### src/rtl/csr_timer.sv
// csr_timer: constant timer (TID/TCFG/TVAL/TICLR) and 64-bit stable counter.
// It shares the CSR write/read bus with the CSR file. Its read data is zero
// for addresses it does not own, so the parent can OR it with the CSR file's read data.
//
// Bus protocol: there is no valid/ready handshake on this bus. csr_we is a
// single-cycle write strobe. On every rising clk edge with csr_we=1, the
// register selected by csr_num takes (wmask & wvalue) | (~wmask & old).
// Reads are purely combinational on csr_num. Written values appear on
// csr_rvalue in the cycle after the write edge.
module csr_timer #(
  parameter int          TIMER_W  = 32,
  parameter logic [31:0] TID_INIT = 32'h0
) (
  input  logic        clk,
  input  logic        resetn,
  input  logic        csr_we,
  input  logic [13:0] csr_num,
  input  logic [31:0] csr_wmask,
  input  logic [31:0] csr_wvalue,
  output logic [31:0] csr_rvalue,
  output logic        csr_hit,
  output logic        timer_int,
  output logic [63:0] cnt_value
);

  localparam logic [13:0] CSR_TID   = 14'h40;
  localparam logic [13:0] CSR_TCFG  = 14'h41;
  localparam logic [13:0] CSR_TVAL  = 14'h42;
  localparam logic [13:0] CSR_TICLR = 14'h44;

  localparam logic [TIMER_W-1:0] TVAL_ONES = '1;
  localparam logic [TIMER_W-1:0] TVAL_ONE  = {{(TIMER_W-1){1'b0}}, 1'b1};

  // Architectural state
  logic [31:0]        tid;
  logic [TIMER_W-1:0] tcfg;   // {InitVal, Periodic, En}
  logic [TIMER_W-1:0] tval;
  logic               armed;  // countdown active; cleared when a one-shot expires
  logic               ti;
  logic [63:0]        cnt;

  // Address decode
  logic sel_tid;
  logic sel_tcfg;
  logic sel_tval;
  logic sel_ticlr;

  assign sel_tid   = (csr_num == CSR_TID);
  assign sel_tcfg  = (csr_num == CSR_TCFG);
  assign sel_tval  = (csr_num == CSR_TVAL);
  assign sel_ticlr = (csr_num == CSR_TICLR);

  // Write strobes. TVAL is read-only, so it has no write strobe.
  logic wr_tid;
  logic wr_tcfg;
  logic wr_ticlr;

  assign wr_tid   = csr_we & sel_tid;
  assign wr_tcfg  = csr_we & sel_tcfg;
  assign wr_ticlr = csr_we & sel_ticlr;

  // Masked-write results
  logic [31:0]        tid_next;
  logic [TIMER_W-1:0] tcfg_next;

  assign tid_next  = (csr_wmask & csr_wvalue) | (~csr_wmask & tid);
  assign tcfg_next = (csr_wmask[TIMER_W-1:0] & csr_wvalue[TIMER_W-1:0])
                   | (~csr_wmask[TIMER_W-1:0] & tcfg);

  // Field views
  logic               tcfg_periodic;
  logic               tcfg_next_en;
  logic [TIMER_W-1:0] reload_cur;   // reload value from the current InitVal
  logic [TIMER_W-1:0] reload_new;   // reload value from the InitVal being written

  assign tcfg_periodic = tcfg[1];
  assign tcfg_next_en  = tcfg_next[0];
  assign reload_cur    = {tcfg[TIMER_W-1:2], 2'b00};
  assign reload_new    = {tcfg_next[TIMER_W-1:2], 2'b00};

  // An expiry happens when an armed counter is sitting at zero. A TCFG write
  // on the same edge takes priority, so that edge is not counted as an expiry.
  logic tval_zero;
  logic expire;
  logic ti_clear;

  assign tval_zero = (tval == '0);
  assign expire    = armed & tval_zero & ~wr_tcfg;
  assign ti_clear  = wr_ticlr & csr_wmask[0] & csr_wvalue[0];

  // TID: plain masked read/write register
  always_ff @(posedge clk or negedge resetn) begin
    if (!resetn) begin
      tid <= TID_INIT;
    end else if (wr_tid) begin
      tid <= tid_next;
    end
  end

  // TCFG: masked read/write configuration. It always reads back exactly as written.
  always_ff @(posedge clk or negedge resetn) begin
    if (!resetn) begin
      tcfg <= '0;
    end else if (wr_tcfg) begin
      tcfg <= tcfg_next;
    end
  end

  // Countdown engine: a TCFG write reloads or disarms; otherwise count, reload or expire
  always_ff @(posedge clk or negedge resetn) begin
    if (!resetn) begin
      tval  <= TVAL_ONES;
      armed <= 1'b0;
    end else if (wr_tcfg) begin
      if (tcfg_next_en) begin
        tval  <= reload_new;
        armed <= 1'b1;
      end else begin
        armed <= 1'b0;
      end
    end else if (armed) begin
      if (!tval_zero) begin
        tval <= tval - TVAL_ONE;
      end else if (tcfg_periodic) begin
        tval <= reload_cur;
      end else begin
        // One-shot expiry: park TVAL at all ones and stop. TCFG.En keeps reading 1.
        tval  <= TVAL_ONES;
        armed <= 1'b0;
      end
    end
  end

  // Interrupt flag. A set on the same edge as a TICLR clear wins, so a fresh expiry is kept.
  always_ff @(posedge clk or negedge resetn) begin
    if (!resetn) begin
      ti <= 1'b0;
    end else if (expire) begin
      ti <= 1'b1;
    end else if (ti_clear) begin
      ti <= 1'b0;
    end
  end

  // Stable counter: free-running and wraps naturally at 2^64
  always_ff @(posedge clk or negedge resetn) begin
    if (!resetn) begin
      cnt <= '0;
    end else begin
      cnt <= cnt + 64'd1;
    end
  end

  // Read mux: zero for TICLR and for addresses this block does not own
  always_comb begin
    csr_rvalue = '0;
    case (1'b1)
      sel_tid:  csr_rvalue = tid;
      sel_tcfg: csr_rvalue[TIMER_W-1:0] = tcfg;
      sel_tval: csr_rvalue[TIMER_W-1:0] = tval;
      default:  csr_rvalue = '0;
    endcase
  end

  assign csr_hit   = sel_tid | sel_tcfg | sel_tval | sel_ticlr;
  assign timer_int = ti;
  assign cnt_value = cnt;

endmodule

### config.mk
export PLATFORM = sky130hd
export DESIGN_NAME = csr_timer
export DESIGN_NICKNAME = d
export VERILOG_FILES = /design/src/rtl/csr_timer.sv
export SDC_FILE = /design/constraint.sdc
export NUM_CORES = 1
export LEC_CHECK = 0
export CAP_MARGIN = 10
export CORE_MARGIN = 5
export CORE_UTILIZATION = 52
export DETAILED_ROUTE_END_ITERATION = 16
export PLACE_DENSITY = 0.9
export SLEW_MARGIN = 30
export SYNTH_ARGS = -nofsm -noshare
export SYNTH_HDL_FRONTEND = slang
export SYNTH_SLANG_ARGS = --single-unit
### constraint.sdc
create_clock -name clk -period 7.5 [get_ports clk]
set_input_delay 2.25 -clock clk [delete_from_list [all_inputs] [get_ports clk]]
set_output_delay 2.25 -clock clk [all_outputs]
set_load 0.02 [all_outputs]
== Word-level counts from Yosys, hierarchy flattened ==
Index checks and enable logic that the tools add are counted.
Widths: inputs -> output; s select.

* Register bits: 162
* Output and inout port bits: 98
* Logic and storage cells: 49

* Add/sub/neg operators: 2
* Equality and inequality tests: 5
* Muxes and demuxes: 15
* Bitwise operators: 17
* Reductions and logical operators: 4

{| class="wikitable"
|+ Operator list
! cell !! count
|-
| $mux 32 || 8
|-
| $and 32x32->32 || 3
|-
| $add 64x1->64 const B || 1
|-
| $or 32x32->32 || 2
|-
| $eq 14x7->1 const B || 4
|-
| $logic_not 32->1 || 1
|-
| $not 32->32 || 1
|-
| $sub 32x1->32 const B || 1
|-
| $and 1x1->1 || 7
|-
| $mux 1 || 7
|-
| $reduce_bool 2->1 || 2
|-
| $or 1x1->1 || 3
|-
| $ne 2x1->1 const B || 1
|-
| $reduce_and 2->1 || 1
|-
| $not 1->1 || 1
|}

== Longest topological paths before layout ==
* Word-level depth: 6
* Depth in mapped cells: 10

== Least setup slack after synthesis ==
OpenSTA, ideal clock, no wires.

* Path kind: input port to output port
* From: input port csr_num[4]
* To: output port csr_rvalue[10]
* Arrival: 3,673 ps
* Setup slack: 1,577 ps
* Stages on the path: 7
* Path through: nor4b_2 and3_1 clkbuf_1 nand2b_1 clkbuf_1 clkbuf_1 nor2_1

* Longest elaborated chain between the ends: 4
* Elaborated cells between the ends (all ways): 6
* Classes of those cells: eq/ne (3); mux (3)

{| class="wikitable"
|+ RTL lines
! element !! line !! RTL
|-
| start: declaration || 17 || <nowiki>input logic [13:0] csr_num,</nowiki>
|-
| $eq 14x7->1 || 50 || <nowiki>assign sel_tval = (csr_num == CSR_TVAL);</nowiki>
|-
| $mux 32 (2 in series) || 157 || <nowiki>case (1'b1)</nowiki>
|-
| $mux 32 (*) || 157 ||
|-
| end: declaration || 20 || <nowiki>output logic [31:0] csr_rvalue,</nowiki>
|}

Mark *: on every way between the ends. The rest lies on a longest branch, timed or not.

== Worst setup path in the final report ==
* From: input port csr_num[4]
* To: output port csr_rvalue[12]

Same word-level chain as after synthesis.

==> run metrics <==
area of the core=17400 um2; 1st-iter DRT viols=761; final hold viol count=0; Die W=144 um; worst slew slack as a fraction of its limit=34.0%; Initial Util=53.2%; path type of the worst setup path=input port to primary output; global-route total usage across every layer=26.7%; Hold Crit Start=cnt_value[63]; top cells by area, synth=dfrtp_1 35%, mux2_2 9.6%, dfstp_2 9.1%; Worst Clk Skew=0.00772 ns; warnings from Yosys=0; final net count=1235; status=completed; library cell with the largest summed area after synthesis=dfrtp_1; unrepaired setup endpoints after global routing=false; final critical delay including setup and external delays=6.82 ns; worst supply voltage drop on vdd=0.000174 V; final cell count without fillers=1389; leakage power summed over all cells=5.14 nW; proportion of synthesized chip area in sequential cells=44.1%; count of placed standard cells including taps=1355; post-detailed-route wirelength per cell=19.5 um; clk_lat worst skew=0.43 ns; Post-Route Setup TNS=0 ns; antenna violations before repair=1; source of the worst register-to-register timing path=tval[8]; final estimated routing congestion in global placement=0.894; via count normalized by instance count=6.06; area of the multi-input gates=4910 um2; number of design rule violations left after detail routing=0; period utilisation layout=90.9%; mean area per synthesized cell=9.36 um2; Post-Syn Instances=991; number of buffers created by CTS=17; register area=4090 um2; Detail Route Antenna Nets=0; clock tree from TritonCTS=done; cell row count=48; Final Slew Violations=0; clock root buffer=clkbuf_16; count of cell types in the netlist=63; number of setup buffers added after CTS=0; clock-pin slew on the worst setup and hold paths=0.06 ns; ys async rst share=100%; Max Fclk=0.147 GHz; Hold WC Path Type=register to register; synth-to-layout area growth=27.9%; Die Span Y=144 um; proportion of netlist area held by the largest area contributor=35.1%; total congestion overflow=0; biggest fanout along the worst timing path=20; number of detailed-route iterations in the first pass=6; number of flip-flops and latches in the synthesized netlist=162; cell area after synthesis=9270 um2; I/O Buffers=178; # Max-Cap Violations=0; via count of the first global-routing pass=8569; antenna diode count=0; EDFF count, synth=0; quantity of gates resized following cts=0; Primary FF master, synth=dfrtp_1; Total Routed Length=27100 um; fraction of layout instances using a drive strength above 1=15.0%; wire length of the first global-routing pass=43800 um; launching element type of the critical path=input port; Final setup viols=0; Tightest Pin Transition=0.963 ns; power density normalized to cell area=159 nW/um2; Post-Synthesis Net Count=1075; fin util=68.1%; endpoint required time on the critical path=5.25 ns; CTS Hold Bufs=0; first element of the critical path=csr_num[4]; # fillers=1319; die footprint=20600 um2; DR vias=8422; clock sinks=162; largest net degree at the start of global routing=118; number of top-level design ports=179; count of H-tree levels built during CTS=4; endpoint kind of the worst setup timing path=primary output; sum of internal, switching and leakage power=0.00188 W; maximum root-to-sink buffer count=2; Detailed Place HPWL=18900 um; worst endpoint data arrival time=4.57 ns
-- layout by cell type (no fill, tap or decap), types with 11 or more instances in the layout --
cell type	Yosys	routed
clkbuf_16	0	17
nor3_1	26	26
nor4_1	16	16
nand3_1	31	31
mux2i_1	40	40
inv_1	21	21
and3_1	18	18
nor2_1	109	109
buf_4	0	11
clkdlybuf4s50_1	0	176
o21ai_0	33	33
mux2_2	79	79
dfstp_2	32	32
xor2_1	35	35
or3_1	15	15
xnor2_1	36	36
dfrtp_1	130	130
nand4_1	17	17
nand2_1	130	130
a21oi_1	68	68
-- power breakdown --
group          internal (W)  switching (W)  leakage, nW
logic             0.0000593      0.0000586         2.72
clock network      0.000539       0.000346        0.290
registers          0.000877     0.00000246         2.13
total               0.00148       0.000407         5.14
-- final cells by class --
cell class                 instances  share of cell area (%)
sequential                       162                    34.5
timing repair buffer             191                    16.0
tap                              225                    2.37
multi-input combinational        758                    41.4
clock buffer                      22                    3.91
clock inverter                    10                    1.13
inverter                          21                   0.664
-- kinds of logic (layout without fill, tap and decap cells) --
logic type	Yosys count	after routing	synth area share, %
multiplexers	122	122	14.3
AO/OA/AOI/OAI	160	160	10.4
adder cells (fa/ha/maj)	4	4	0.513
flip-flops	162	162	44.1
AND/OR/NAND/NOR	401	401	21.0
XOR/XNOR	71	71	6.71
buffers and inverters	71	244	3.00
-- critical path, cell delays in order --
cell and delay, ns:
clkdlybuf4s50_1 0.41, nor4b_2 0.45, and3_1 0.32, nand2b_1 0.09
buf_4 0.23, nor2_1 0.17, clkdlybuf4s50_1 0.62
-- through the flow --
step                      area [um2]  hold slack (ns)  worst slack, ns
final                          11900            0.486            0.681
after global routing           11900            0.490            0.478
after CTS                      11800            0.490            0.674
after detailed placement       11200            0.475            0.686
after global placement         11200            0.471            0.807
after floorplan                 9270            0.464             1.58
-- synth_stat cells (all sizes together), types with 2 or more instances --
| master | number |
|---|---|
| and2 | 5 |
| nand2 | 130 |
| and4 | 4 |
| nand2b | 6 |
| o22ai | 9 |
| nor2b | 3 |
| dfrtp | 130 |
| nand3 | 33 |
| ha | 3 |
| nor3 | 27 |
| xor2 | 35 |
| nor4 | 21 |
| a31o | 4 |
| o21ai | 34 |
| mux2 | 82 |
| mux2i | 40 |
| xnor2 | 36 |
| inv | 21 |
| o221ai | 6 |
| or4 | 4 |
| clkbuf | 36 |
| dfstp | 32 |
| o22a | 2 |
| o311ai | 5 |
| nor4b | 3 |
| a211o | 3 |
| or3 | 15 |
| a31oi | 9 |
| o211ai | 5 |
| nand4 | 17 |
| a21oi | 68 |
| nor2 | 109 |
| buf | 14 |
| a22oi | 2 |
| and3 | 18 |
| or2 | 2 |
| a21o | 2 |
-- metal layers --
metal / share of wire (%) / GRT usage [%] / vias to the layer above
met2: 47 / 42.8 / 462
li1: - / - / 3840
met1: 41 / 34.0 / 4063
met5: 0.066 / 0 / -
met3: 10 / 8.79 / 55
met4: 2.3 / 9.56 / 2
-- final timing paths --
| check | endpoint | slack [ns] | cells after the start |
|---|---|---|---|
| worst max-delay path | csr_rvalue[12] | 0.68 | 7 |
| worst min-delay path | cnt_value[63] | 0.49 | 1 |
| worst max register to register | tval[4] | 4.47 | 6 |
| worst min register to register | cnt_value[63] | 0.49 | 1 |
| max in group asynchronous | cnt_value[52] | 4.44 | 3 |
| min in group asynchronous | async pin | 1.76 | 1 |
No activity file was read; power rests on OpenSTA's default activity.
